`config.mk`:
```
export PLATFORM = sky130hd
export DESIGN_NAME = mux_nx1_scan
export DESIGN_NICKNAME = d
export VERILOG_FILES = /design/src/rtl/mux_nx1_scan.sv
export SDC_FILE = /design/constraint.sdc
export NUM_CORES = 1
export LEC_CHECK = 0
export BUFFER_PORTS_ARGS = -buffer_cell sky130_fd_sc_hd__buf_2
export CORE_ASPECT_RATIO = 0.9
export CORE_MARGIN = 2
export CORE_UTILIZATION = 40
export DETAILED_ROUTE_END_ITERATION = 16
export GPL_ROUTABILITY_DRIVEN = 0
export HOLD_SLACK_MARGIN = 0.1
export PLACE_DENSITY = 0.73
export SLEW_MARGIN = 20
export SYNTH_ARGS = -nofsm -noshare
export SYNTH_HDL_FRONTEND = slang
export SYNTH_SLANG_ARGS = --single-unit
```
`constraint.sdc`:
```
create_clock -name clk -period 2.8 [get_ports clk]
set_clock_uncertainty 0.2 [all_clocks]
set_input_delay 0 -clock clk [delete_from_list [all_inputs] [get_ports clk]]
set_output_delay 0 -clock clk [all_outputs]
set_load 0.05 [all_outputs]
```
`src/rtl/mux_nx1_scan.sv`:
```
// N:1 registered multiplexer with manual select and an auto-scan sequencer
// that holds each channel for a programmable dwell time.
module mux_nx1_scan #(
  parameter int unsigned WIDTH    = 8,
  parameter int unsigned CHANNELS = 4,
  parameter int unsigned SEL_W    = $clog2(CHANNELS)
) (
  input  logic                      clk,
  input  logic                      rst_n,
  input  logic [CHANNELS*WIDTH-1:0] d,
  input  logic                      en,
  input  logic                      mode,
  input  logic [SEL_W-1:0]          sel_in,
  input  logic [7:0]                dwell,
  output logic [WIDTH-1:0]          y,
  output logic                      y_valid,
  output logic [SEL_W-1:0]          cur_sel,
  output logic                      wrap
);

  localparam int unsigned DWELL_W = 8;

  // Select-mode states, decoded directly from the mode input.
  localparam logic [0:0] ST_MANUAL = 1'b0;
  localparam logic [0:0] ST_SCAN   = 1'b1;

  localparam logic [SEL_W-1:0] LAST_CH = SEL_W'(CHANNELS - 1);

  logic [0:0]         state_c;
  logic [WIDTH-1:0]   chan_c [CHANNELS];

  logic [WIDTH-1:0]   y_q, y_d;
  logic               valid_q, valid_d;
  logic [SEL_W-1:0]   cur_q, cur_d;
  logic               wrap_q, wrap_d;
  logic [SEL_W-1:0]   chan_q, chan_d;
  logic [DWELL_W-1:0] dwell_q, dwell_d;

  assign state_c = mode ? ST_SCAN : ST_MANUAL;

  // Unpack the flat data bus into per-channel words.
  always_comb begin
    for (int k = 0; k < int'(CHANNELS); k++) begin
      chan_c[k] = d[k*int'(WIDTH) +: WIDTH];
    end
  end

  // Next-state logic: en=0 holds data/counters and drops the strobes.
  always_comb begin
    y_d     = y_q;
    cur_d   = cur_q;
    valid_d = 1'b0;
    wrap_d  = 1'b0;
    chan_d  = chan_q;
    dwell_d = dwell_q;
    if (en) begin
      valid_d = 1'b1;
      case (state_c)
        ST_MANUAL: begin
          y_d     = chan_c[sel_in];
          cur_d   = sel_in;
          chan_d  = '0;
          dwell_d = '0;
        end
        ST_SCAN: begin
          y_d   = chan_c[chan_q];
          cur_d = chan_q;
          // >= so that lowering dwell below the running count advances at once
          if (dwell_q < dwell) begin
            dwell_d = dwell_q + DWELL_W'(1);
          end else begin
            dwell_d = '0;
            chan_d  = chan_q + SEL_W'(1);
            wrap_d  = (chan_q == LAST_CH);
          end
        end
        default: begin
          y_d = y_q;
        end
      endcase
    end
  end

  // State and output registers with synchronous active-low reset.
  always_ff @(posedge clk) begin
    if (!rst_n) begin
      y_q     <= '0;
      valid_q <= 1'b0;
      cur_q   <= '0;
      wrap_q  <= 1'b0;
      chan_q  <= '0;
      dwell_q <= '0;
    end else begin
      y_q     <= y_d;
      valid_q <= valid_d;
      cur_q   <= cur_d;
      wrap_q  <= wrap_d;
      chan_q  <= chan_d;
      dwell_q <= dwell_d;
    end
  end

  assign y       = y_q;
  assign y_valid = valid_q;
  assign cur_sel = cur_q;
  assign wrap    = wrap_q;

endmodule

```
* Yosys cells after proc, flatten, opt, wreduce, memory -nomap -nowiden *
Index checks and enable logic that the tools add are counted.

word-level totals
  logic and storage cells = 34
  bits of input ports = 46
  bits in registers = 22

cells by class
  $add $sub $neg = 2
  reductions and logical operators = 2
  mux-type cells = 14
  eq/ne operators = 2
  order comparisons = 3
  bitwise operators = 5

operator list
  kind                                                      number
  2-to-1 mux 8 bit                                          5
  binary-select mux 8 bit (select 2 bit)                    2
  case mux 8 bit (2 select lines)                           2
  adder 8 x 1 -> 8 bit, second input constant               1
  < comparator 8 bit                                        1
  case mux 2 bit (2 select lines)                           2
  greater-or-equal comparator 3 bit, second input constant  2
  NOT 2 -> 3 bit                                            2
  OR reduction 4 bit                                        1
  NOT 1 bit                                                 3
  adder 2 x 1 -> 2 bit, second input constant               1
  == test 2 bit, second input constant                      1
  2-to-1 mux 1 bit                                          2
  2-to-1 mux 2 bit                                          1
  != test 2 bit, second input constant                      1
  AND reduction 2 bit                                       1

* Logic depth before layout (Yosys ltp) *
  depth after elaboration = 5
  mapped depth = 7
  depth with buffers taken out = 7

* Worst setup path before layout *
No wires, ideal clock.

  path kind = register to register
  start point = reg dwell_q[2]
  end point = reg dwell_q[3]
  path slack = 995 ps
  stages on the path, launching flop included = 7
  path buffers = 0
  data arrival time = 1531 ps
  setup time = 74 ps
  data required time = 2526 ps
  period minus slack after synthesis = 1805 ps
  cells stage by stage = dfxtp_1 ha_1 a211oi_2 o21ai_2 a211oi_4 nand3_1 a31oi_1

between the ends
  word-level cells in the longest chain between the ends = 3
  elaborated cells on any way between the ends = 4
  those cells by class = add/sub: 1; order compare: 1; mux: 2

RTL lines
  item                                                               RTL line  RTL
  start: declaration                                                 37        logic [DWELL_W-1:0] dwell_q, dwell_d;
  start signal: assignment                                           99        dwell_q <= dwell_d;
  adder 8 x 1 -> 8 bit / < comparator 8 bit (equally long branches)  70, 69
  2-to-1 mux 8 bit *                                                 69        if (dwell_q < dwell) begin
  case mux 8 bit (2 select lines) *                                  58        case (state_c)

Every way passes the cells marked *; elsewhere a longest branch is shown, timed or not.
A chain may end at the register's enable or synchronous reset.

* Worst setup path in the final report *
  start point = reg chan_q[0]
  end point = reg y_q[2], in the netlist y[2]

between the ends
  word-level cells in the longest chain between the ends = 5

RTL lines
  item                                                  RTL line  RTL
  start: declaration                                    36        logic [SEL_W-1:0] chan_q, chan_d;
  start signal: assignment                              98        chan_q <= chan_d;
  NOT 2 -> 3 bit (not written as such)                  66        y_d = chan_c[chan_q];
  binary-select mux 8 bit (select 2 bit)                66
  2-to-1 mux 8 bit (not written as such) (2 in series)  66
  case mux 8 bit (2 select lines)                       58
  end signal: assignment                                94        y_q <= y_d;
  end: declaration                                      32        logic [WIDTH-1:0] y_q, y_d;

No other way between the ends. The select of a mux whose other input is x is not followed.

==> impl_metrics.csv <==
group,metric,value,unit
global_routing,grt_pass1_wl,6506,um
timing,hold_viol_final,0,
global_routing,track_usage,0.1989,
floorplan,io-pin-count,58,
logic_synthesis,synth.most_common_cell,"dfxtp_1",
floorplan,core_area,0.003652,mm2
clock_tree,cts.path.max_buffers,2,
critical_path,slowest_delay,760,ps
logic_synthesis,async_reset_ff_frac,0,
routing,drt-pass1-iter-count,4,
critical_path,crit_fanout,12,
critical_path,start_kind,"register",
run_status,outcome,"complete, no violations",
logic_synthesis,ys_ff_latch,22,
routing,wl_per_cell,13.14,um
clock_tree,clock-sinks,22,
routing,wl_met2,1984,um
floorplan,fp.dieArea,0.004267,mm2
logic_synthesis,synth-edff-count,0,
floorplan,die_w,68.64,um
logic_synthesis,syn_inst,151,
logic_synthesis,netlist_area,0.001504,mm2
power,p_sw_frac,0.2638,
final_layout,nFillCells,301,
timing,tightest_slew,674.6,ps
routing,via_per_inst,5.205,
critical_path,cp.arrival,2410,ps
logic_synthesis,yosysTopAreaCellShare,0.2928,
global_routing,antenna_found_initial,0,
logic_synthesis,synth_top_flop_cell,"dfxtp_1",
timing,setup_tns,0,ps
global_routing,grt-ovfl-total,0,
clock_tree,clkLatencyLatePin,270,ps
power,p_sw,225.5,uW
routing,antenna_left,0,
power,clock_power_share,0.349,
placed_design,io_buffers,57,
routing,m1WireLength,1539,um
clock_tree,cts_root_buf,"clkbuf_8",
floorplan,initial_core_util,0.4118,
timing,final_max_slew_viol_count,0,
final_layout,drive_gt1_frac,0.3460,
final_layout,syn2layout_area_growth,47.34,%
power,powerDensity,385.8,mW/mm2
critical_path,path_buf_inv,1,
power,power_frac_seq,0.390,
power,leakage,0.9990,nW
global_routing,grt_pass1_vias,1504,
final_layout,final_util,0.6067,
critical_path,endpoint_kind,"register",
logic_synthesis,synthTopCellsByCount,"dfxtp_1, mux4_2, nand2_1",
timing,timing.fmax,402.9,MHz
logic_synthesis,yosysTopAreaCell,"dfxtp_1",
routing,first_iter_violations,50,
global_routing,grt_max_degree,26,
timing,finalCritPeriodShare,0.8865,
logic_synthesis,post_synth.cell_area_avg,9.960,um2
routing,wl_met3,189,um
final_layout,fin_nets,293,
clock_tree,numCtsBuffers,3,
timing,setup_viol,0,
clock_tree,cts_tree,"done",
logic_synthesis,synth_cell_types,33,
placed_design,hpwl,2383,um
routing,top_layer,"met4",
job,maxCapViolCount,0,
routing,drc,0,
routing,vias,1473,
logic_synthesis,yosysWarnings,0,
timing,grt_setup_unrepaired,"no",
critical_path,slowest_stage,"dfxtp_1",
logic_synthesis,synth_nets,206,
critical_path,cp.required,2730,ps
critical_path,crit_type,"reg2reg",
routing,wl,3719,um
floorplan,chipHeight,62.17,um
timing,min_period,2482,ps
clock_tree,cts.htree.levels,1,
logic_synthesis,synth_area_leaders,"dfxtp_1, mux4_2, ha_1",
clock_tree,post_cts_buffers,0,
critical_path,path_cells,"mux4_2 > dlygate4sd3_1 > mux2i_1 > a21oi_1",
final_layout,num_antenna_cells,0,
floorplan,num_rows,21,
timing,slew_headroom,0.5496,
power,combPwrFrac,0.261,
clock_tree,clk_pin_slew,90,ps
power,p_int,629.4,uW
logic_synthesis,yosysSeqAreaShare,0.2928,
worst_hold_path,min_path_type,"in2reg",
power,peakVddDrop,0.2156,mV
critical_path,critPathTopFamily,"flip-flops",
-- final cells by class --
cell class	instances	area, um2	area share
flip-flops and latches	22	440.4	0.1988
repair buffers	90	615.6	0.2778
well taps	46	57.56	0.02597
inverters	10	37.54	0.01694
clock inverters	1	30.03	0.01355
multi-input cells	111	993.5	0.4483
clock buffers	3	41.29	0.01863
-- through the flow --
| step | total power [mW] | area (um2) | cells | hold slack, ps | setup WS (ps) |
|---|---|---|---|---|---|
| 3_5_place_dp | 0.5179 | 1814 | 246 | 121.4 | 819.1 |
| 6_report | 0.8550 | 2216 | 283 | 213.2 | 317.7 |
| 5_1_grt | 0.8934 | 2216 | 283 | 253.6 | 207.9 |
| 4_1_cts | 0.8566 | 2216 | 283 | 218.2 | 342.3 |
| 2_1_floorplan | 0.4595 | 1504 | 151 | -47.28 | 994.7 |
| 3_3_place_gp | 0.5152 | 1814 | 246 | 117.5 | 889.8 |
-- worst paths after layout --
check,from,endpoint,slack (ps),depth (start not counted)
worst min register to register,cur_sel[1],cur_sel[1],290,2
worst max register to register,chan_q[0],y[2],320,4
worst min-delay path,dwell[0],dwell_q[1],210,6
worst max-delay path,chan_q[0],y[2],320,4
-- state kept, by name (all words and copies together) (netlist names) --
register	count
wrap	1
y_valid	1
y	8
chan_q	2
dwell_q	8
cur_sel	2
-- worst register-to-register path, cell delays in order (launching register included) --
cell and delay [ps]:
dfxtp_1 760, mux4_2 580, dlygate4sd3_1 570, mux2i_1 150, a21oi_1 90
-- layer usage --
metal  global-route usage  vias to the layer above
li1                     -                      730
met1               0.2576                      697
met2               0.3269                       44
met3              0.04710                        2
met4              0.05250                        0
met5                    0                        -
-- placed cells by master (no fill, tap or decap), drive strengths merged --
cell type and n:
nand3 4, nor2b 2, mux4 16, a21oi 10, nand4 1, dfxtp 22
a21boi 3, or3 1, o211ai 1, clkbuf 3, nor2 10, xor2 3
inv 10, nand2 16, dlygate4sd3 33, mux2i 9, nand2b 1, o22ai 2
bufinv 1, xnor2 1, a31oi 2, ha 9, buf 57, nor3 1
a211oi 3, o21ai 12, nand3b 1, and4 1, and3 1, o211a 1
-- power by group through the flow --
stage                     combinational (mW)  sequential [mW]  clock (mW)
after global placement                 0.175            0.340           0
after global routing                   0.243            0.335       0.315
after detailed placement               0.178            0.340           0
after floorplan                       0.0798            0.380           0
after CTS                              0.220            0.333       0.303
final                                  0.223            0.333       0.299
-- kinds of logic after synthesis --
| family | after synthesis | synth area share |
|---|---|---|
| mux | 25 | 0.2995 |
| compound gates | 34 | 0.1456 |
| buf+inv | 18 | 0.04659 |
| simple gates | 39 | 0.1173 |
| fa+ha+maj | 9 | 0.07488 |
| xor+xnor | 4 | 0.02330 |
| flops | 22 | 0.2928 |
-- what timing repair did --
| action | 4_1_cts | 5_1_grt |
|---|---|---|
| setup endpoints to repair | 0 | 0 |
| resized for setup | 0 | 0 |
| hold endpoints to repair | 22 | 0 |
| hold buffers | 33 | 0 |
Power figures use the tool's default switching activity.
